**config.mk**
```make
export PLATFORM = sky130hd
export DESIGN_NAME = pipe_ctrl_flat
export DESIGN_NICKNAME = d
export VERILOG_FILES = /design/src/rtl/pipe_ctrl_pkg.sv /design/src/rtl/pipe_ctrl_if.sv /design/src/rtl/pipe_stall_watchdog.sv /design/src/rtl/pipe_ctrl.sv /design/src/flat_wrapper.sv
export SDC_FILE = /design/constraint.sdc
export NUM_CORES = 1
export LEC_CHECK = 0
export CAP_MARGIN = 20
export CORE_AREA = 2 2 81 83
export CTS_CLUSTER_SIZE = 24
export DETAILED_ROUTE_END_ITERATION = 7
export DIE_AREA = 0 0 83 85
export PLACE_DENSITY_LB_ADDON = 0.08
export SLEW_MARGIN = 20
export SYNTH_ARGS = -nofsm -noshare
export SYNTH_HDL_FRONTEND = slang
export SYNTH_SLANG_ARGS = --single-unit
export TNS_END_PERCENT = 30
```
**constraint.sdc**
```tcl
create_clock -name clk -period 2.4 [get_ports clk]
set_input_delay 0.36 -clock clk [delete_from_list [all_inputs] [get_ports clk]]
set_output_delay 0.36 -clock clk [all_outputs]
set_load 0.05 [all_outputs]
```
**src/rtl/pipe_ctrl_pkg.sv**
```systemverilog
// rtl/pipe_ctrl_pkg.sv - shared stage indices, halt FSM states and defaults for pipe_ctrl
package pipe_ctrl_pkg;

    localparam int NSTAGE_DEF = 5;

    localparam int STG_IF = 0;
    localparam int STG_ID = 1;
    localparam int STG_EX = 2;
    localparam int STG_MA = 3;
    localparam int STG_WB = 4;

    typedef enum logic [1:0] {
        RUN    = 2'd0,
        DRAIN  = 2'd1,
        HALTED = 2'd2
    } halt_state_t;

endpackage

```
**src/rtl/pipe_ctrl_if.sv**
```systemverilog
// rtl/pipe_ctrl_if.sv - request/control bundle between the pipeline stages and pipe_ctrl
interface pipe_ctrl_if
    import pipe_ctrl_pkg::*;
#(
    parameter int NSTAGE = NSTAGE_DEF
) ();

    logic [NSTAGE-1:0]        stall_req;
    logic [NSTAGE*NSTAGE-1:0] flush_mask;
    logic                     halt_req;
    logic [NSTAGE-1:0]        pipe_stall;
    logic [NSTAGE-1:0]        pipe_flush;
    logic                     fetch_hold;
    logic                     halt_ack;
    logic                     stall_timeout;
    logic [31:0]              perf_cycles;
    logic [31:0]              perf_stalls;
    logic [31:0]              perf_flushes;

    // Stage side: raises requests, consumes per-stage controls.
    modport master (
        output stall_req, flush_mask, halt_req,
        input  pipe_stall, pipe_flush, fetch_hold, halt_ack, stall_timeout,
        input  perf_cycles, perf_stalls, perf_flushes
    );

    modport slave (
        input  stall_req, flush_mask, halt_req,
        output pipe_stall, pipe_flush, fetch_hold, halt_ack, stall_timeout,
        output perf_cycles, perf_stalls, perf_flushes
    );

endinterface

```
**src/rtl/pipe_stall_watchdog.sv**
```systemverilog
// rtl/pipe_stall_watchdog.sv - saturating consecutive-stall counter with sticky timeout flag
module pipe_stall_watchdog #(
    parameter int STALL_LIMIT = 64
) (
    input  logic clk,
    input  logic rst_n,
    input  logic stall_i,
    output logic timeout_o
);

    generate
        if (STALL_LIMIT == 0) begin : g_off
            logic unused_inputs;
            assign unused_inputs = ^{clk, rst_n, stall_i};
            assign timeout_o     = 1'b0;
        end else begin : g_on
            localparam int CW = $clog2(STALL_LIMIT + 1);
            localparam logic [CW-1:0] LIMIT = CW'(STALL_LIMIT);

            logic [CW-1:0] cnt_q, cnt_d;
            logic          flag_q, flag_d;

            always_comb begin
                cnt_d = '0;
                if (stall_i) begin
                    cnt_d = (cnt_q == LIMIT) ? cnt_q : cnt_q + 1'b1;
                end
                // Flag sets on the same edge the count reaches the limit.
                flag_d = flag_q | (cnt_d == LIMIT);
            end

            always_ff @(posedge clk) begin
                if (!rst_n) begin
                    cnt_q  <= '0;
                    flag_q <= 1'b0;
                end else begin
                    cnt_q  <= cnt_d;
                    flag_q <= flag_d;
                end
            end

            assign timeout_o = flag_q;
        end
    endgenerate

endmodule

```
**src/rtl/pipe_ctrl.sv**
```systemverilog
// rtl/pipe_ctrl.sv - pipeline stall/flush sequencer with halt/drain FSM and stall watchdog
// Optional perf counters built when PIPE_CTRL_PERF_EN is defined.
module pipe_ctrl
    import pipe_ctrl_pkg::*;
#(
    parameter int NSTAGE      = NSTAGE_DEF,
    parameter int STALL_LIMIT = 64
) (
    input  logic         clk,
    input  logic         rst_n,
    pipe_ctrl_if.slave   bus
);

    localparam int DW = (NSTAGE > 1) ? $clog2(NSTAGE) : 1;
    localparam logic [DW-1:0] DRAIN_LAST = DW'(NSTAGE - 1);

    halt_state_t       state_q, state_d;
    logic [DW-1:0]     drain_cnt_q, drain_cnt_d;
    logic [NSTAGE-1:0] flush_req;
    logic [NSTAGE-1:0] stall_any;
    logic [NSTAGE-1:0] flush_o;
    logic [NSTAGE-1:0] stall_o;
    logic              in_drain;
    logic              timeout;

    // Only upstream-facing entries count: requester k affects stages j<k.
    always_comb begin
        flush_req = '0;
        stall_any = '0;
        for (int j = 0; j < NSTAGE; j++) begin
            for (int k = j + 1; k < NSTAGE; k++) begin
                flush_req[j] = flush_req[j] | bus.flush_mask[k*NSTAGE + j];
                stall_any[j] = stall_any[j] | bus.stall_req[k];
            end
        end
    end

    assign in_drain = (state_q == DRAIN);

    always_comb begin
        flush_o         = flush_req;
        flush_o[STG_IF] = flush_req[STG_IF] | in_drain;
        stall_o         = stall_any & ~flush_o;
    end

    always_comb begin
        state_d     = state_q;
        drain_cnt_d = drain_cnt_q;
        case (state_q)
            RUN: begin
                if (bus.halt_req) begin
                    state_d     = DRAIN;
                    drain_cnt_d = '0;
                end
            end
            DRAIN: begin
                if (!bus.halt_req) begin
                    state_d = RUN;
                end else if (!stall_any[STG_IF]) begin
                    drain_cnt_d = drain_cnt_q + 1'b1;
                    if (drain_cnt_d == DRAIN_LAST) begin
                        state_d = HALTED;
                    end
                end
            end
            HALTED: begin
                if (!bus.halt_req) begin
                    state_d = RUN;
                end
            end
            default: begin
                state_d = RUN;
            end
        endcase
    end

    always_ff @(posedge clk) begin
        if (!rst_n) begin
            state_q     <= RUN;
            drain_cnt_q <= '0;
        end else begin
            state_q     <= state_d;
            drain_cnt_q <= drain_cnt_d;
        end
    end

    pipe_stall_watchdog #(
        .STALL_LIMIT (STALL_LIMIT)
    ) u_watchdog (
        .clk       (clk),
        .rst_n     (rst_n),
        .stall_i   (|bus.stall_req),
        .timeout_o (timeout)
    );

    // Every output reads 0 while reset is held.
    assign bus.pipe_flush    = rst_n ? flush_o : '0;
    assign bus.pipe_stall    = rst_n ? stall_o : '0;
    assign bus.fetch_hold    = rst_n & (state_q != RUN);
    assign bus.halt_ack      = rst_n & (state_q == HALTED);
    assign bus.stall_timeout = rst_n & timeout;

`ifdef PIPE_CTRL_PERF_EN
    logic [31:0] perf_cycles_q, perf_stalls_q, perf_flushes_q;

    always_ff @(posedge clk) begin
        if (!rst_n) begin
            perf_cycles_q  <= '0;
            perf_stalls_q  <= '0;
            perf_flushes_q <= '0;
        end else begin
            perf_cycles_q <= perf_cycles_q + 32'd1;
            if (|stall_o) begin
                perf_stalls_q <= perf_stalls_q + 32'd1;
            end
            if ((|flush_o) && !in_drain) begin
                perf_flushes_q <= perf_flushes_q + 32'd1;
            end
        end
    end

    assign bus.perf_cycles  = rst_n ? perf_cycles_q  : '0;
    assign bus.perf_stalls  = rst_n ? perf_stalls_q  : '0;
    assign bus.perf_flushes = rst_n ? perf_flushes_q : '0;
`else
    assign bus.perf_cycles  = '0;
    assign bus.perf_stalls  = '0;
    assign bus.perf_flushes = '0;
`endif

endmodule

```
**src/flat_wrapper.sv**
```systemverilog
// flat-port wrapper written by rule: the top's interface ports become plain ports
module pipe_ctrl_flat import pipe_ctrl_pkg::*;
#(
    parameter int NSTAGE      = NSTAGE_DEF,
    parameter int STALL_LIMIT = 64
)
  (clk, rst_n, bus_stall_req, bus_flush_mask, bus_halt_req, bus_pipe_stall, bus_pipe_flush, bus_fetch_hold, bus_halt_ack, bus_stall_timeout, bus_perf_cycles, bus_perf_stalls, bus_perf_flushes);
  pipe_ctrl_if #(.NSTAGE(NSTAGE)) bus_i ();
  input  logic clk;
  input  logic rst_n;
  input wire logic [$bits(bus_i.stall_req)-1:0] bus_stall_req;
  input wire logic [$bits(bus_i.flush_mask)-1:0] bus_flush_mask;
  input wire logic [$bits(bus_i.halt_req)-1:0] bus_halt_req;
  output wire logic [$bits(bus_i.pipe_stall)-1:0] bus_pipe_stall;
  output wire logic [$bits(bus_i.pipe_flush)-1:0] bus_pipe_flush;
  output wire logic [$bits(bus_i.fetch_hold)-1:0] bus_fetch_hold;
  output wire logic [$bits(bus_i.halt_ack)-1:0] bus_halt_ack;
  output wire logic [$bits(bus_i.stall_timeout)-1:0] bus_stall_timeout;
  output wire logic [$bits(bus_i.perf_cycles)-1:0] bus_perf_cycles;
  output wire logic [$bits(bus_i.perf_stalls)-1:0] bus_perf_stalls;
  output wire logic [$bits(bus_i.perf_flushes)-1:0] bus_perf_flushes;
  assign bus_i.stall_req = bus_stall_req;
  assign bus_i.flush_mask = bus_flush_mask;
  assign bus_i.halt_req = bus_halt_req;
  assign bus_pipe_stall = bus_i.pipe_stall;
  assign bus_pipe_flush = bus_i.pipe_flush;
  assign bus_fetch_hold = bus_i.fetch_hold;
  assign bus_halt_ack = bus_i.halt_ack;
  assign bus_stall_timeout = bus_i.stall_timeout;
  assign bus_perf_cycles = bus_i.perf_cycles;
  assign bus_perf_stalls = bus_i.perf_stalls;
  assign bus_perf_flushes = bus_i.perf_flushes;
  pipe_ctrl #(.NSTAGE(NSTAGE), .STALL_LIMIT(STALL_LIMIT)) u_core (.clk(clk), .rst_n(rst_n), .bus(bus_i));
endmodule
```
# Yosys cells after proc, flatten, opt, wreduce, memory -nomap -nowiden
# Cells that the tools add are included.
word_totals:
  ff_bits: 13
  out_inout_bits: 109
  wordCells: 56
classes:
  n_addsub: 2
  n_eq_ne: 11
  mux: 14
  bitwise: 19
  reduce_logical: 6
op_table:
  columns: ["cell", "n"]
  rows:
  - ["== test 7 bit, second input constant", 2]
  - ["2-to-1 mux 7 bit", 2]
  - ["OR 1 bit", 14]
  - ["2-to-1 mux 2 bit", 5]
  - ["2-to-1 mux 3 bit", 3]
  - ["inequality test 2 bit, second input constant", 4]
  - ["AND reduction 4 bit", 2]
  - ["adder 7 x 1 -> 7 bit, second input constant", 1]
  - ["inequality test 3 bit, second input constant", 2]
  - ["case mux 2 bit (3 select lines)", 1]
  - ["case mux 3 bit (2 select lines)", 1]
  - ["bitwise AND 4 x 5 -> 5 bit", 1]
  - ["2-to-1 mux 5 bit", 1]
  - ["inverter 4 -> 5 bit", 1]
  - ["OR reduction 5 bit", 1]
  - ["2-to-1 mux 4 bit", 1]
  - ["nonzero test 2 bit", 2]
  - ["adder 3 x 1 -> 3 bit, second input constant", 1]
  - ["bitwise AND 1 bit", 3]
  - ["== test 3 bit, second input constant", 1]
  - ["== test 2 x 1 -> 1 bit, second input constant", 1]
  - ["== test 2 bit, second input constant", 1]
  - ["zero test 2 bit", 1]

# Longest topological paths before layout
# Gate-level depths: netlist (run 1).
logic_depth:
  word_depth: 7
  ltp_mapped: 7

# By module
# A second synthesis (run 1) with hierarchy kept.
unflattened:
  hier_cells: 195
  area_unflattened_um2: 1584.0
modules_own_cells:
  columns: ["module", "n_inst", "cells_each", "area_each_um2"]
  rows:
  - ["pipe_ctrl", 1, 148, 1154.9]
  - ["pipe_stall_watchdog", 1, 47, 429.2]

# Worst setup path before layout (run 1)
# OpenSTA, ideal clock, no wires.
synth_path:
  path_type: "input -> output"
  start: "input bus_flush_mask[22]"
  end: "output bus_pipe_stall[2]"
  t_arrival_ns: 2.017
  t_required_ns: 2.040
  slack_ns: 0.023
  path_stages: 1
  cell_sequence: "nor4b_1"
synth_via:
  elab_chain_cells: 4
synth_rtl:
  columns: ["element", "line_no", "rtl"]
  rows:
  - ["start: declaration", "flat_wrapper.sv:12", "input wire logic [$bits(bus_i.flush_mask)-1:0] bus_flush_mask;"]
  - ["OR 1 bit", "pipe_ctrl.sv:32", "flush_req[j] = flush_req[j] | bus.flush_mask[k*NSTAGE + j];"]
  - ["inverter 4 -> 5 bit", "pipe_ctrl.sv:43", "stall_o = stall_any & ~flush_o;"]
  - ["bitwise AND 4 x 5 -> 5 bit", "pipe_ctrl.sv:43", null]
  - ["2-to-1 mux 5 bit", "pipe_ctrl.sv:98", "assign bus.pipe_stall = rst_n ? stall_o : '0;"]
  - ["end: declaration", "flat_wrapper.sv:14", "output wire logic [$bits(bus_i.pipe_stall)-1:0] bus_pipe_stall;"]
# No other way between the ends.

# Worst setup path after layout (run 1)
layout_path:
  start: "input bus_stall_req[3]"
  end: "output bus_pipe_stall[0]"
layout_via:
  elab_chain_cells: 4
layout_rtl:
  columns: ["element", "line_no", "rtl"]
  rows:
  - ["start: declaration", "flat_wrapper.sv:11", "input wire logic [$bits(bus_i.stall_req)-1:0] bus_stall_req;"]
  - ["OR 1 bit (2 in series)", "pipe_ctrl.sv:33", "stall_any[j] = stall_any[j] | bus.stall_req[k];"]
  - ["bitwise AND 4 x 5 -> 5 bit", "pipe_ctrl.sv:43", null]
  - ["2-to-1 mux 5 bit", "pipe_ctrl.sv:98", null]
# No other way between the ends.

==> results of run 1 <==
[cell families (layout without fill, tap and decap cells)]
kind of cell             after synthesis  after routing  share of synthesized area
other                                  1             98                    0.00248
adder cells (fa/ha/maj)                4              4                     0.0331
flip-flops                            13             13                      0.172
AND/OR/NAND/NOR                       54             54                      0.193
XOR/XNOR                               6              6                     0.0348
AO/OA/AOI/OAI                         13             13                     0.0605
buffers and inverters                102             40                      0.497
multiplexers                           1              1                    0.00663
[worst paths after layout]
path	start	end	slack [ns]	cells after the start
min reg2reg	u_core.state_q[1]$_SDFFE_PN0P_	u_core.state_q[0]$_SDFFE_PN0P_	0.49	1
min	u_core.state_q[1]$_SDFFE_PN0P_	u_core.state_q[0]$_SDFFE_PN0P_	0.49	1
max reg2reg	u_core.u_watchdog.g_on.cnt_q[3]$_SDFF_PN0_	u_core.u_watchdog.timeout_o$_SDFF_PN0_	0.50	5
max	bus_stall_req[3]	bus_pipe_stall[0]	0.20	4
[per-stage QoR]
step | utilization | instances | total power (W) | hold WS [ns]
2_1_floorplan | - | 291 | 0.000746 | 0.444
3_3_place_gp | 0.265 | 302 | 0.000699 | 0.481
3_5_place_dp | 0.265 | 302 | 0.000698 | 0.471
4_1_cts | 0.273 | 306 | 0.000903 | 0.480
5_1_grt | 0.273 | 306 | 0.000938 | 0.493
6_report | 0.273 | 306 | 0.000894 | 0.486
[state kept, by name, indices dropped and copies added, names as in the netlist]
register	cells
u_core.u_watchdog.g_on.cnt_q	7
u_core.drain_cnt_q	3
u_core.state_q	2
u_core.u_watchdog.timeout_o	1
[worst max-delay path, cell delays in order]
cell and delay, ns:
clkdlybuf4s50_1 0.45, or4_1 0.60, and4_1 0.24, buf_4 0.18
[placed cells by master, fill, tap and decap left out, types with 3 or more instances in the layout]
master,Yosys,routed
clkdlybuf4s50_1,0,17
dfxtp_1,13,13
conb_1,1,98
clkbuf_8,0,3
nor3_1,3,3
and3_1,3,3
nor4_1,3,3
inv_1,3,3
nor2b_1,3,3
nand3_1,4,4
buf_12,0,10
ha_1,4,4
xnor2_1,4,4
o21ai_0,3,3
nor2_1,14,14
buf_4,98,6
and2_1,4,4
nand2_1,8,8
[routing by layer]
metal,part of all wire,track usage
met3,0.086,0.0263
met1,0.37,0.0717
met4,0,0.00447
met5,0,0
met2,0.55,0.123
[area by class of cell]
| class | count | area, um2 | area share |
|---|---|---|---|
| Multi-Input combinational cell | 176 | 863 | 0.510 |
| Timing Repair Buffer | 33 | 415 | 0.246 |
| Sequential cell | 13 | 260 | 0.154 |
| Tap cell | 77 | 96.3 | 0.0570 |
| Clock buffer | 4 | 45.0 | 0.0266 |
| Inverter | 3 | 11.3 | 0.00666 |
[power by group through the flow]
stage / registers [W] / clock network, W / logic [W]
detailed placement: 0.000234 / 0 / 0.000463
finish: 0.000229 / 0.000200 / 0.000464
global placement: 0.000234 / 0 / 0.000464
global route: 0.000231 / 0.000225 / 0.000482
floorplan: 0.000232 / 0 / 0.000514
CTS: 0.000229 / 0.000210 / 0.000464
==> results by group, run 1 <==
Status
  • Status: completed

Synthesis
  • Area leader, netlist: buf_4
  • Synth Cell Area: 1510 um2
  • Number of synthesized flops with an enable pin: 0
  • Main synth FF type: dfxtp_1
  • Async S/R FF share, synth: 0
  • Top cells by area, synth: buf_4, dfxtp_1, nor2_1, ha_1, xnor2_1
  • Most numerous cell in the Yosys netlist: buf_4
  • Seq/Total Area, Yosys: 0.172
  • Area share of the largest cell type after synthesis: 0.487
  • Distinct cells, synth: 36
  • Register bit count reported by yosys: 13
  • Avg Inst Size Synth: 7.78 um2
  • Most instantiated cells after synthesis: buf_4, nor2_1, dfxtp_1
  • YS warnings: 0
  • Cells after Synth: 194

Timing
  • Post-layout min period: 2.20 ns
  • Clock Skew: 0.00235 ns
  • Worst Tran Pin Value: approximately 0.52 ns
  • Setup TNS: 0 ns
  • Crit share post-route: 0.915
  • Max Freq: 455 MHz
  • Final hold vios: 0
  • RSZ-0062 raised after global routing: false
  • Fin. max-slew vios: 0
  • Final Setup Violations: 0
  • Post-route setup slack: 0.204 ns
  • Slew headroom: 0.647

Global routing
  • Largest net degree at the start of global routing: 9
  • First-pass GRT wire length: roughly 3.8 mm
  • Initial antenna violation count: 0
  • All-layer global routing usage: 0.0652
  • Total gr overflow: 0
  • Number of global-route vias before repair: 850

Placement
  • Gp weighted congestion: 0.713
  • Post-DP Area: about 1600 um2
  • Pre-CTS setup slack: between 0.15 and 0.2 ns
  • Final HPWL DP: 2.20 mm
  • Port bufs: 28

Setup path
  • Worst setup SP type: input pin
  • Critical Path RT: around 2 ns
  • CP Class: in -> out
  • Worst-path fanout max: 4
  • Kind of end point of the critical path: output pin
  • CP arrival: roughly 1.8 ns

Power
  • Switching Share: 0.541
  • Static Leak: 0.817 nW
  • Net Sw Power: 0.000484 W
  • Reg power frac: 0.257
  • Clock power share: 0.224
  • PwrDens: 528 nW/um2
  • Int Pwr: 0.000410 W
  • Worst VDD drop: between 0.2 and 0.25 mV
  • Combinational fraction of design power: 0.519

Floorplanning
  • Core Footprint: 6200 um2
  • Starting Density: 0.243
  • Cell Rows: 29
  • Die area: 7060 um2
  • I/O Pins: between 100 and 150
  • Die Y: 85 um
  • Chip width: 83 um

CTS
  • Clk Latency, worst-skew pair: 0.24 ns
  • Clock tree buffer depth: 2
  • Reg clk slew, reported paths: 0.06 ns
  • Setup bufs post-CTS: 0
  • Clock Sinks: 13
  • Root buffer cell: clkbuf_8
  • # hold bufs at CTS: 0
  • Num CTS Buffers: 3
  • Htree depth: 1
  • # resized after CTS: 0
  • CTS tree: built

Finish
  • Final instance area: 1690 um2
  • Share of layout cells above drive strength 1: 0.105
  • Area Overhead vs Synth: 12.0%
  • Fill cell count: 700
  • ANT cells: 0
  • Layout net count: 267

Drt
  • Final wirelength: 2.48 mm
  • Post-route ant nets: 0
  • Initial DRC count: 19
  • Pre-antenna DRT Iters: 4
  • DRC: 0
  • Vias: slightly above 1,000
  • Post-DR wirelength/cell: 8.11 um
  • Drt via density: 3.37

Job
  • Max Cap Viol: 0

Hold path
  • HP Class: reg -> reg
Note: power is estimated with default switching activity, not from simulation.
==> inputs of run 2 (changes only) <==
--- a/config.mk
+++ b/config.mk
@@ -10,6 +10,7 @@
 export CTS_CLUSTER_SIZE = 24
 export DETAILED_ROUTE_END_ITERATION = 7
 export DIE_AREA = 0 0 83 85
+export GPL_TIMING_DRIVEN = 1
 export PLACE_DENSITY_LB_ADDON = 0.08
 export SLEW_MARGIN = 20
 export SYNTH_ARGS = -nofsm -noshare
==> results of run 2 <==
Same layout as run 1: the final DEF is identical, and so are final timing and power.
==> inputs of run 3 (changes only) <==
--- a/config.mk
+++ b/config.mk
@@ -12,6 +12,7 @@
 export DIE_AREA = 0 0 83 85
 export GPL_TIMING_DRIVEN = 1
 export PLACE_DENSITY_LB_ADDON = 0.08
+export SETUP_SLACK_MARGIN = 0.15
 export SLEW_MARGIN = 20
 export SYNTH_ARGS = -nofsm -noshare
 export SYNTH_HDL_FRONTEND = slang
==> run 3 against run 2 <==
Worst hold slack got worse by 0.0094 ns. Combinational power about the same. Sequential share of layout area decreased by 0.10 points. Critical path depth unchanged. Largest power group unchanged. Highest routed layer unchanged.
==> results by group, run 3 (synthesized netlist as in run 1, its figures left out) <==
CTS
  • Setup bufs post-CTS: 0
  • Num CTS Buffers: 3
  • Clk Latency, worst-skew pair: approximately 0.24 ns
  • # hold bufs at CTS: 0
  • Root buffer cell: clkbuf_8
  • # resized after CTS: 0
  • Clock tree buffer depth: 2
  • Htree depth: 1
  • CTS tree: built
  • Reg clk slew, reported paths: 0.05 ns
  • Clock Sinks: 13

Setup path
  • Worst setup SP type: input pin
  • Critical Path RT: 2.04 ns
  • FF-to-FF setup slack: 0.49 ns
  • Worst-path fanout max: 4
  • R2r worst-path depth: 5
  • Worst reg2reg path startpoint: u_core.u_watchdog.g_on.cnt_q[3]$_SDFF_PN0_
  • Kind of end point of the critical path: output pin
  • CP arrival: 1.82 ns
  • R2r endpoint: u_core.u_watchdog.timeout_o$_SDFF_PN0_
  • CP Class: in -> out

Timing
  • Setup TNS: 0 ns
  • Crit share post-route: 0.906
  • RSZ-0062 raised after global routing: false
  • Fin. max-slew vios: 0
  • Final Setup Violations: 0
  • Final Hold Slack: ~0.48 ns
  • Final hold vios: 0
  • Clock Skew: 0.00241 ns
  • Post-layout min period: between 2 and 2.5 ns
  • Max Freq: between 400 and 500 MHz

Floorplanning
  • Cell Rows: 29
  • Starting Density: 0.243
  • Chip width: 83 um
  • I/O Pins: around 140
  • Core Footprint: 6200 um2
  • Die Y: 85 um
  • Die area: about 7100 um2

Finish
  • Area Overhead vs Synth: 12.8%
  • Commonest non-fill, non-tap cells in the layout: conb_1, clkdlybuf4s50_1, nor2_1
  • Largest regs: u_core.u_watchdog.g_on.cnt_q x7, u_core.drain_cnt_q x3, u_core.state_q x2
  • Share of layout cells above drive strength 1: 0.105
  • Reg with most FFs: u_core.u_watchdog.g_on.cnt_q
  • ANT cells: 0
  • Layout net count: 266
  • Max reg flops: 7
  • Commonest non-fill, non-tap cell in the layout: conb_1

Placement
  • Port bufs: 28
  • Final HPWL DP: around 2.1 mm
  • Gp weighted congestion: approximately 0.64

Drt
  • Post-route ant nets: 0
  • Vias: 1,009
  • Drt via density: about 3.3
  • Pre-antenna DRT Iters: 4
  • WL met3: 231 um
  • M1 WL: 873 um
  • Top layer in use: met3
  • Post-DR wirelength/cell: 8.07 um
  • Metal2 WL: 1.36 mm
  • Final wirelength: 2.46 mm
  • Initial DRC count: 44
  • DRC: 0

Global routing
  • Total gr overflow: 0
  • Initial antenna violation count: 0
  • Largest net degree at the start of global routing: 19
  • Number of global-route vias before repair: 818
  • First-pass GRT wire length: approximately 3.9 mm
  • All-layer global routing usage: 0.0667

Hold path
  • HP Class: reg -> reg
  • Hold Startpoint: u_core.state_q[1]$_SDFFE_PN0P_
  • Hold Crit Depth: 1
  • Worst Hold Endpoint: u_core.state_q[0]$_SDFFE_PN0P_

Job
  • Max Cap Viol: 0

Power
  • PwrDens: 524 nW/um2
  • Static Leak: 0.818 nW
  • Worst VDD drop: 0.158 mV

Status
  • Status: completed
run 3: per-stage QoR:
| stage | power [W] | instances | utilization | setup slack (ns) | area, um2 |
|---|---|---|---|---|---|
| 3_5_place_dp | 0.000698 | 301 | 0.267 | 0.216 | 1660 |
| 4_1_cts | 0.000899 | 305 | 0.274 | 0.217 | 1700 |
| 3_3_place_gp | 0.000701 | 301 | 0.267 | 0.211 | 1660 |
| 2_1_floorplan | 0.000746 | 291 | - | 0.427 | 1880 |
| 5_1_grt | 0.000939 | 305 | 0.274 | 0.169 | 1700 |
| 6_report | 0.000893 | 305 | 0.274 | 0.225 | 1700 |
run 3: critical path: stages:
cell and delay [ns]:
clkdlybuf4s50_1 0.46, or4_1 0.58, and4_1 0.23, buf_4 0.18
run 3: worst max path at each step:
| stage | startpoint | endpoint | slack (ns) | depth (start not counted) |
|---|---|---|---|---|
| 2_1_floorplan | u_core.state_q[1]$_SDFFE_PN0P_ | bus_pipe_flush[0] | 0.43 | 3 |
| 3_5_place_dp | bus_stall_req[3] | u_core.drain_cnt_q[2]$_SDFFE_PN0P_ | 0.22 | 7 |
| 5_1_grt | bus_stall_req[3] | bus_pipe_stall[0] | 0.17 | 4 |
| 3_3_place_gp | bus_stall_req[3] | u_core.u_watchdog.timeout_o$_SDFF_PN0_ | 0.21 | 7 |
| 6_report | bus_stall_req[3] | bus_pipe_stall[0] | 0.22 | 4 |
| 4_1_cts | bus_stall_req[3] | bus_pipe_stall[0] | 0.22 | 4 |
run 3: layout make-up:
cell class	instances	area, um2
fillers	660	4500
multi-input cells	176	870
repair buffers	32	420
flip-flops and latches	13	260
well taps	77	96.3
clock buffers	4	45.0
inverters	3	11.3
run 3: routing by layer:
metal,vias up,GRT usage
li1,502,-
met1,449,0.0725
met2,58,0.122
met3,0,0.0311
met4,0,0.00894
met5,-,0
run 3: power by group:
| part | internal (W) | switching (W) | leakage [nW] |
|---|---|---|---|
| Clock | 0.000117 | 0.0000800 | 0.0228 |
| Combinational | 0.0000726 | 0.000393 | 0.690 |
| Sequential | 0.000222 | 0.00000794 | 0.106 |
| Total | 0.000412 | 0.000481 | 0.818 |
